### src/rtl/mmio_pkg.sv
// Shared constants for the MMIO GPIO controller: IO region select bit,
// register indices and a constant-width helper.
package mmio_pkg;

  localparam int          IO_SEL_BIT   = 13;
  localparam logic [3:0]  REG_IN_STATE = 4'd0;
  localparam logic [3:0]  REG_OUT      = 4'd1;
  localparam logic [3:0]  REG_EDGE     = 4'd2;
  localparam logic [3:0]  REG_TOGGLE   = 4'd3;

  // Ceiling log2; used only on elaboration-time constants.
  function automatic int clog2(input int v);
    int r;
    r = 0;
    for (int i = 0; i < 32; i++)
      if ((1 << i) < v) r = i + 1;
    return r;
  endfunction

endpackage

### src/rtl/gpio_debounce.sv
// One input channel: 2-flop synchroniser, hold-time debouncer and a
// one-cycle rise pulse coincident with the stable 0->1 update.
module gpio_debounce
  import mmio_pkg::*;
#(
  parameter int DEBOUNCE_CYCLES = 16
) (
  input  logic clk,
  input  logic rst,
  input  logic btn,
  output logic stable,
  output logic rise
);

  localparam int             CW       = clog2(DEBOUNCE_CYCLES);
  localparam logic [CW-1:0]  CNT_TERM = CW'(DEBOUNCE_CYCLES - 1);

  logic [1:0]    sync_pipe;
  logic          sync;
  logic [CW-1:0] cnt;
  logic          accept;

  assign sync   = sync_pipe[1];
  // The new level has been held long enough; stable flips this edge.
  assign accept = (sync != stable) && (cnt == CNT_TERM);
  assign rise   = accept & sync;

  // Synchroniser chain for the asynchronous button level.
  always_ff @(posedge clk or posedge rst) begin
    if (rst) sync_pipe <= '0;
    else     sync_pipe <= {sync_pipe[0], btn};
  end

  // Count consecutive cycles of disagreement; any agreement restarts the count.
  always_ff @(posedge clk or posedge rst) begin
    if (rst) begin
      stable <= 1'b0;
      cnt    <= '0;
    end else if (sync == stable) begin
      cnt <= '0;
    end else if (accept) begin
      stable <= sync;
      cnt    <= '0;
    end else begin
      cnt <= cnt + 1'b1;
    end
  end

endmodule

### src/rtl/mmio_gpio_ctrl.sv
// CPU data-bus decoder: RAM below the IO select bit, a small GPIO register
// file above it (debounced inputs, LED latch, sticky edges, atomic toggle).
module mmio_gpio_ctrl
  import mmio_pkg::*;
#(
  parameter int N_IN            = 1,
  parameter int N_OUT           = 1,
  parameter int DEBOUNCE_CYCLES = 16
) (
  input  logic             clk,
  input  logic             rst,
  input  logic [15:0]      address,
  input  logic             load,
  input  logic [15:0]      in,
  output logic [15:0]      out,
  output logic             ram_load,
  input  logic [15:0]      ram_out,
  input  logic [N_IN-1:0]  btn,
  output logic [N_OUT-1:0] led
);

  logic            io_sel;
  logic [3:0]      idx;
  logic            io_wr;
  logic [N_IN-1:0] in_state;
  logic [N_IN-1:0] rise;
  logic [N_IN-1:0] edge_flags;
  logic [N_IN-1:0] w1c;
  logic [15:0]     io_rdata;
  logic            unused_bits;

  // Address bits [12:4] alias the register map; upper address bits are unused.
  assign io_sel      = address[IO_SEL_BIT];
  assign idx         = address[3:0];
  assign io_wr       = load & io_sel;
  assign ram_load    = load & ~io_sel;
  assign w1c         = (io_wr && idx == REG_EDGE) ? in[N_IN-1:0] : '0;
  assign unused_bits = ^{address[15:14], address[12:4], in};

  for (genvar g = 0; g < N_IN; g++) begin : g_in
    gpio_debounce #(.DEBOUNCE_CYCLES(DEBOUNCE_CYCLES)) u_deb (
      .clk    (clk),
      .rst    (rst),
      .btn    (btn[g]),
      .stable (in_state[g]),
      .rise   (rise[g])
    );
  end

  // Sticky rise flags; a same-cycle rise beats the write-1-to-clear.
  always_ff @(posedge clk or posedge rst) begin
    if (rst) edge_flags <= '0;
    else     edge_flags <= (edge_flags & ~w1c) | rise;
  end

  // LED latch: direct write or atomic XOR toggle.
  always_ff @(posedge clk or posedge rst) begin
    if (rst)                            led <= '0;
    else if (io_wr && idx == REG_OUT)    led <= in[N_OUT-1:0];
    else if (io_wr && idx == REG_TOGGLE) led <= led ^ in[N_OUT-1:0];
  end

  // IO read mux over registered state only; unmapped and write-only read 0.
  always_comb begin
    io_rdata = '0;
    case (idx)
      REG_IN_STATE: io_rdata[N_IN-1:0]  = in_state;
      REG_OUT:      io_rdata[N_OUT-1:0] = led;
      REG_EDGE:     io_rdata[N_IN-1:0]  = edge_flags;
      default:      io_rdata = '0;
    endcase
  end

  assign out = io_sel ? io_rdata : ram_out;

endmodule

### config.mk
export PLATFORM = sky130hd
export DESIGN_NAME = mmio_gpio_ctrl
export DESIGN_NICKNAME = d
export VERILOG_FILES = /design/src/rtl/mmio_pkg.sv /design/src/rtl/gpio_debounce.sv /design/src/rtl/mmio_gpio_ctrl.sv
export SDC_FILE = /design/constraint.sdc
export NUM_CORES = 1
export LEC_CHECK = 0
export ABC_AREA = 1
export CAP_MARGIN = 15
export CORE_AREA = 2 2 69 104
export CTS_CLUSTER_DIAMETER = 40
export DETAILED_ROUTE_END_ITERATION = 8
export DIE_AREA = 0 0 71 106
export GPL_TIMING_DRIVEN = 1
export HOLD_SLACK_MARGIN = 0.12
export PLACE_DENSITY_LB_ADDON = 0.15
export SYNTH_ARGS = -nofsm -noshare
export SYNTH_HDL_FRONTEND = slang
export SYNTH_HIERARCHICAL = 1
export SYNTH_SLANG_ARGS = --single-unit
### constraint.sdc
create_clock -name clk -period 1.2 [get_ports clk]
set_input_delay 0.24 -clock clk [delete_from_list [all_inputs] [get_ports clk]]
set_output_delay 0.24 -clock clk [all_outputs]
set_load 0.05 [all_outputs]
==> run_results.csv, run 1 <==
group,metric,value,unit
outcome,status,"finished with violations",
outcome,violations,"negative setup slack",
sta,tightest_slew,260.1,ps
grt,antenna_found_initial,0,
power_and_ir_drop,p_int,2.033,mW
grt,grt_pass1_wl,12480,um
die,core_area,6713,um^2
synth,synth_edf_count,0,
clock_tree,ctsRootBufferMaster,"clkbuf_8",
grt,grt_pass1_vias,2829,
worst_setup_path,end_kind,"output port",
detailed_routing,routedWlPerCell,12.95,um
detailed_routing,wirelength,7656,um
synth,synth_top_area_cell,"dfrtp_1",
die,die_area,7526,um^2
sta,fmax,0.7018,GHz
power_and_ir_drop,power_switching_share,29.42,%
clock_tree,clock-sinks,37,
final_layout,multi_input_area,1734,um^2
synth,async_flop_share,100.0,%
sta,slew_violations,0,
worst_setup_path,path_cells,"nand3_2, nand2_1, nor2_2, nor2_4, buf_12",
sta,fin_crit,1425,ps
grt,grt.total_usage,21.27,%
clock_tree,cts_tree,"built",
worst_setup_path,cp.arrival,1180,ps
synth,syn_inst,399,
synth,syn_nets,452,
placement,portBuffers,43,
detailed_routing,drtIter0Drc,58,
synth,ys_types,26,
final_layout,area_growth,65.52,%
power_and_ir_drop,power_density,675.6,nW/um^2
synth,syn_area_per_cell,6.457,um^2
worst_hold_path,hold_path_class,"reg2reg",
sta,relSlewSlack,82.66,%
sta,fin_crit_sh,118.7,%
power_and_ir_drop,vdd_drop_max,0.0005603,V
synth,synth.area.top_cells,"dfrtp_1 36%, nand2_1 17%, nor2_1 17%, inv_1 7.7%, nand3_1 4.5%",
detailed_routing,top_layer,"met4",
power_and_ir_drop,power_switching,0.8475,mW
worst_setup_path,cp_slowest_stage_delay,420,ps
placement,place_congestion,0.8913,
sta,fin_ws,-224.9,ps
clock_tree,clk_latency,300,ps
die,ios,70,
power_and_ir_drop,power.share.combinational,24.9,%
die,fp.dieW,71,um
clock_tree,clockBufferDepth,2,
sta,skew,6.639,ps
die,start_util,38.38,%
clock_tree,clk_pin_slew,70,ps
synth,netlist_area,2576,um^2
detailed_routing,drt_first_pass_iters,4,
detailed_routing,met2_length,4045,um
detailed_routing,detail-route-antenna-nets,0,
die,die_h,106,um
sta,tns,-4423,ps
detailed_routing,viasPerCell,4.870,
placement,placed_area,3691,um^2
synth,yosysMostFrequentCell,"nand2_1",
synth,synth_common_cells,"117 x nand2_1, 114 x nor2_1, 53 x inv_1",
worst_setup_path,crit_fanout,2,
grt,grt_overflow,0,
grt,grt_max_degree,36,
final_layout,antenna_cells,0,
flow_run,drv_cap,0,
die,rows,37,
power_and_ir_drop,power_frac_clock,30.1,%
power_and_ir_drop,p_seq_share,45.0,%
final_layout,nets,565,
detailed_routing,wl_met1,2922,um
final_layout,drive_above_1_share,39.38,%
final_layout,regArea,935.9,um^2
sta,rsz0062_at_grt,"yes",
worst_setup_path,critPathKind,"reg2out",
final_layout,finalInstanceArea,4264,um^2
detailed_routing,wl_met3,282,um
worst_setup_path,cp_data_required_time,960,ps
final_layout,nFillCells,605,
placement,hpwl,5347,um
clock_tree,numCtsBuffers,5,
synth,synth_warnings,6,
worst_setup_path,startpoint_type,"flop",
sta,finalHoldViolCount,0,
synth,yosysSeqAreaShare,35.94,%
detailed_routing,vias,2878,
worst_setup_path,cpMaxStageDelayCell,"dfrtp_2",
clock_tree,cts_max_level,2,
synth,ys_seq_elements,37,
synth,synth_top_area_share,35.94,%
detailed_routing,drc,0,
power_and_ir_drop,p_leak,2.164,nW
synth,ys.flop_type,"dfrtp_1",
sta,setup_violations,35,
## final cells by class
| type | count | share of cell area (%) |
|---|---|---|
| Inverter | 55 | 4.900 |
| Tap cell | 78 | 2.289 |
| Sequential cell | 37 | 21.95 |
| Timing Repair Buffer | 111 | 28.32 |
| Multi-Input combinational cell | 302 | 40.67 |
| Clock buffer | 8 | 1.878 |
## critical path: cells and delay by family (launching register included)
kind	cells	cell delay (ps)
buffers and inverters	1	140
flip-flops	1	420
AND/OR/NAND/NOR	4	320
## power by group through the flow
| stage | registers (mW) | logic, mW | clock network, mW |
|---|---|---|---|
| 6_report | 1.30 | 0.717 | 0.866 |
| 4_1_cts | 1.30 | 0.698 | 0.902 |
| 2_1_floorplan | 1.35 | 0.257 | 0 |
| 3_3_place_gp | 1.32 | 0.630 | 0 |
| 3_5_place_dp | 1.32 | 0.635 | 0 |
| 5_1_grt | 1.30 | 0.766 | 0.946 |
## placed cells by master (no fill, tap or decap), types with 2 or more instances in the layout
| master | synthesis | layout |
|---|---|---|
| nand2_1 | 117 | 101 |
| nor2_1 | 114 | 77 |
| buf_4 | 0 | 55 |
| inv_1 | 53 | 37 |
| dfrtp_1 | 37 | 29 |
| nor2_4 | 8 | 25 |
| nor2_2 | 2 | 22 |
| nand3_1 | 23 | 20 |
| buf_12 | 0 | 20 |
| inv_2 | 2 | 17 |
| nand2_2 | 4 | 15 |
| dlymetal6s2s_1 | 0 | 11 |
| dlygate4sd2_1 | 0 | 9 |
| nand2_4 | 3 | 8 |
| dfrtp_2 | 0 | 8 |
| buf_6 | 1 | 8 |
| xor2_1 | 8 | 7 |
| clkbuf_8 | 0 | 5 |
| xnor2_1 | 6 | 5 |
| nor3_2 | 0 | 4 |
| clkdlybuf4s50_1 | 0 | 4 |
| nand3_2 | 1 | 3 |
| clkbuf_1 | 3 | 3 |
| nand3_4 | 1 | 2 |
| o21ai_0 | 2 | 2 |
| nor2_8 | 2 | 2 |
| nand4_1 | 2 | 2 |
## per-layer routing
layer | global-route usage, % | up-vias
met5 | 0 | -
li1 | - | 1419
met3 | 3.602 | 34
met4 | 12.94 | 0
met1 | 21.13 | 1348
met2 | 39.92 | 77
## state kept, by name, indices dropped and copies added, names as in the netlist
| signal | cells |
|---|---|
| g_in.u_deb/sync_pipe | 2 |
| g_in.u_deb/cnt | 32 |
| g_in.u_deb/stable | 1 |
| edge_flags | 1 |
| led | 1 |
## final timing paths
check	startpoint	end	slack, ps	depth (start not counted)
setup / recovery	led	out[0]	-220	5
hold / removal	g_in[0].u_deb/sync_pipe[0]	g_in[0].u_deb/sync_pipe[1]	350	0
setup reg to reg	g_in[0].u_deb/cnt[1]	g_in[0].u_deb/cnt[14]	-220	7
hold reg to reg	g_in[0].u_deb/sync_pipe[0]	g_in[0].u_deb/sync_pipe[1]	350	0
max in group asynchronous	rst	g_in[0].u_deb/cnt[6]	110	4
min in group asynchronous	rst	edge_flags	680	3
## through the flow
stage / hold WS, ps / std cells / power (mW) / setup WS (ps) / utilization [%]
after floorplan: -18.88 / 399 / 1.607 / -82.62 / -
after global placement: 336.8 / 563 / 1.945 / -402.4 / 54.99
after detailed placement: 343.4 / 563 / 1.951 / -418.9 / 54.99
after CTS: 359.9 / 582 / 2.896 / -229.6 / 61.04
after global routing: 365.2 / 591 / 3.012 / -312.4 / 63.52
final: 353.5 / 591 / 2.881 / -224.9 / 63.52
## what timing repair did
action                     4_1_cts  5_1_grt
resized for setup               81       48
setup buffers                   10        8
pin swaps                       32       23
setup endpoints to repair       51       52
hold endpoints to repair         2        0
gates cloned                     1        1
hold buffers                     1        0
## cells by family (layout without fill, tap and decap cells)
group | count (synthesis) | count (layout) | share of synthesized area, %
AOI/OAI and AO/OA | 4 | 4 | 0.8741
xor gates and xnor gates | 14 | 14 | 4.760
adders and majority gates | 1 | 1 | 0.4856
buffers and inverters | 60 | 174 | 9.082
DFF | 37 | 37 | 35.94
and+or+nand+nor | 283 | 283 | 48.86
(Power assumes the default switching activity.)
==> run 2, diff against run 1 <==
--- a/config.mk
+++ b/config.mk
@@ -7,13 +7,16 @@
 export LEC_CHECK = 0
 export ABC_AREA = 1
 export CAP_MARGIN = 15
-export CORE_AREA = 2 2 69 104
-export CTS_CLUSTER_DIAMETER = 40
+export CELL_PAD_IN_SITES_DETAIL_PLACEMENT = 1
+export CELL_PAD_IN_SITES_GLOBAL_PLACEMENT = 1
+export CORE_AREA = 2 2 79 119
+export CTS_CLUSTER_DIAMETER = 100
 export DETAILED_ROUTE_END_ITERATION = 8
-export DIE_AREA = 0 0 71 106
+export DIE_AREA = 0 0 81 121
 export GPL_TIMING_DRIVEN = 1
 export HOLD_SLACK_MARGIN = 0.12
 export PLACE_DENSITY_LB_ADDON = 0.15
+export SKIP_LAST_GASP = 1
 export SYNTH_ARGS = -nofsm -noshare
 export SYNTH_HDL_FRONTEND = slang
 export SYNTH_HIERARCHICAL = 1
==> run_results.csv, run 2 (synthesized netlist as in run 1, its figures left out) <==
group,metric,value,unit
die,die_area,9801,um^2
worst_setup_path,crit_cells,8,
final_layout,final_common_cell,"nand2_1",
worst_setup_path,reg2reg_depth,8,
sta,tightest_slew,247.6,ps
die,rows,42,
final_layout,antenna_cells,0,
die,start_util,29.53,%
clock_tree,cts_tree,"built",
detailed_routing,drtIter0Drc,72,
clock_tree,cts_hold_buf,0,
grt,grt_overflow,0,
detailed_routing,wirelength,9421,um
clock_tree,clockBufferDepth,2,
grt,antenna_found_initial,0,
grt,grt.total_usage,20.90,%
sta,setup_violations,36,
power_and_ir_drop,p_leak,2.127,nW
worst_setup_path,cp_slowest_stage_delay,390,ps
final_layout,nets,573,
grt,grt_max_degree,36,
sta,skew,2.051,ps
worst_hold_path,hold_path_class,"in2async",
final_layout,mostFrequentLayoutCells,"108 x nand2_1, 84 x nor2_1, 64 x buf_4, 45 x inv_1, 29 x dfrtp_1",
worst_setup_path,startpoint_type,"flop",
sta,finalHoldViolCount,0,
die,fp.dieW,81,um
worst_setup_path,path_cells,"ha_4, nand2_4, nor2_8, nand2_4, buf_12, nor2_4, xnor2_2, nor2_1",
detailed_routing,detail-route-antenna-nets,0,
sta,fin_crit,1479,ps
detailed_routing,vias,2898,
sta,holdWs,137.8,ps
placement,portBuffers,43,
sta,slew_violations,0,
sta,fmax,0.6763,GHz
clock_tree,clock-sinks,37,
outcome,status,"finished with violations",
detailed_routing,drc,0,
worst_setup_path,critPathMostFrequentCell,"nand2_4",
grt,grt_pass1_wl,15550,um
worst_setup_path,crit_fanout,6,
worst_setup_path,end_kind,"flop",
outcome,violations,"negative setup slack",
flow_run,drv_cap,0,
final_layout,reg_top3,"g_in.u_deb/cnt (32), g_in.u_deb/sync_pipe (2)",
placement,place_congestion,0.8276,
worst_setup_path,path_buf_inv,1,
worst_setup_path,cpMaxStageDelayCell,"dfrtp_1",
placement,placed_area,3841,um^2
detailed_routing,drt_first_pass_iters,4,
sta,rsz0062_at_grt,"yes",
final_layout,finalInstanceArea,4369,um^2
sta,relSlewSlack,83.49,%
detailed_routing,viasPerCell,4.593,
worst_setup_path,r2r_start,"g_in[0].u_deb/cnt[0]",
die,die_h,121,um
final_layout,area_growth,69.60,%
final_layout,largest_reg_flops,32,
worst_setup_path,cp_data_required_time,1380,ps
clock_tree,cts_max_level,2,
die,ios,70,
clock_tree,clk_latency,290,ps
placement,hpwl,7086,um
power_and_ir_drop,power_density,771.5,nW/um^2
final_layout,utilization,50.09,%
sta,fin_crit_sh,123.2,%
clock_tree,clk_pin_slew,60,ps
grt,grt_pass1_vias,3260,
final_layout,drive_above_1_share,36.47,%
worst_setup_path,rrSetupSlack,-280,ps
clock_tree,ctsRootBufferMaster,"clkbuf_16",
final_layout,regMostFlops,"g_in.u_deb/cnt",
worst_setup_path,crit_path_start,"g_in[0].u_deb/cnt[0]",
detailed_routing,routedWlPerCell,14.93,um
die,core_area,8723,um^2
worst_setup_path,critPathKind,"reg2reg",
sta,fin_ws,-278.7,ps
worst_setup_path,crit_family,"simple AND/OR/NAND/NOR gates",
worst_setup_path,cp.arrival,1660,ps
clock_tree,numCtsBuffers,5,
power_and_ir_drop,vdd_drop_max,0.001057,V
run 2: layout make-up:
cell class	instances	area, um^2
multi-input cells	302	1679
clock buffers	8	146.4
inverters	55	209.0
flip-flops and latches	37	935.9
well taps	110	137.6
fillers	1111	4354
repair buffers	119	1261
run 2: path summary, 6_finish.rpt:
check	end
max	g_in[0].u_deb/cnt[16]
min	edge_flags
max reg2reg	g_in[0].u_deb/cnt[16]
min reg2reg	g_in[0].u_deb/sync_pipe[1]
max in group asynchronous	g_in[0].u_deb/cnt[6]
min in group clk	g_in[0].u_deb/sync_pipe[1]
run 2: metrics by stage:
step           instances  power [mW]  setup TNS, ps  worst slack [ps]
4_1_cts              623       3.404          -5996            -238.0
3_3_place_gp         608       1.971         -10480            -412.4
3_5_place_dp         608       1.987         -12290            -450.5
2_1_floorplan        399       1.607          -1793            -82.62
5_1_grt              631       3.512         -10310            -399.4
6_report             631       3.371          -6845            -278.7
run 2: report_power, final:
group	leakage [nW]	internal [mW]	switching, mW
combinational	1.56	0.344	0.372
sequential	0.492	1.28	0.0234
clock	0.0712	0.829	0.525
run 2: repair_timing:
action,4_1_cts,5_1_grt
setup buffers,8,9
pin swaps,34,17
cloned,1,1
setup endpoints to repair,53,37
resized for setup,70,30
endpoints found under the hold margin,0,0
run 2: worst reg2reg max path, delay by kind of cell, from the launching register on:
family / cells / cell delay [ps]
DFF: 1 / 390
buffers and inverters: 1 / 150
xor gates and xnor gates: 1 / 110
and+or+nand+nor: 5 / 560
adders and majority gates: 1 / 160
run 2: per-layer routing:
layer  vias up  wire length (um)  global-route usage (%)
met4         0               302                   8.581
met5         -                 0                       0
met1      1400              3418                   21.63
met2        48              5429                   40.44
li1       1429                 -                       -
met3        21               271                   2.902
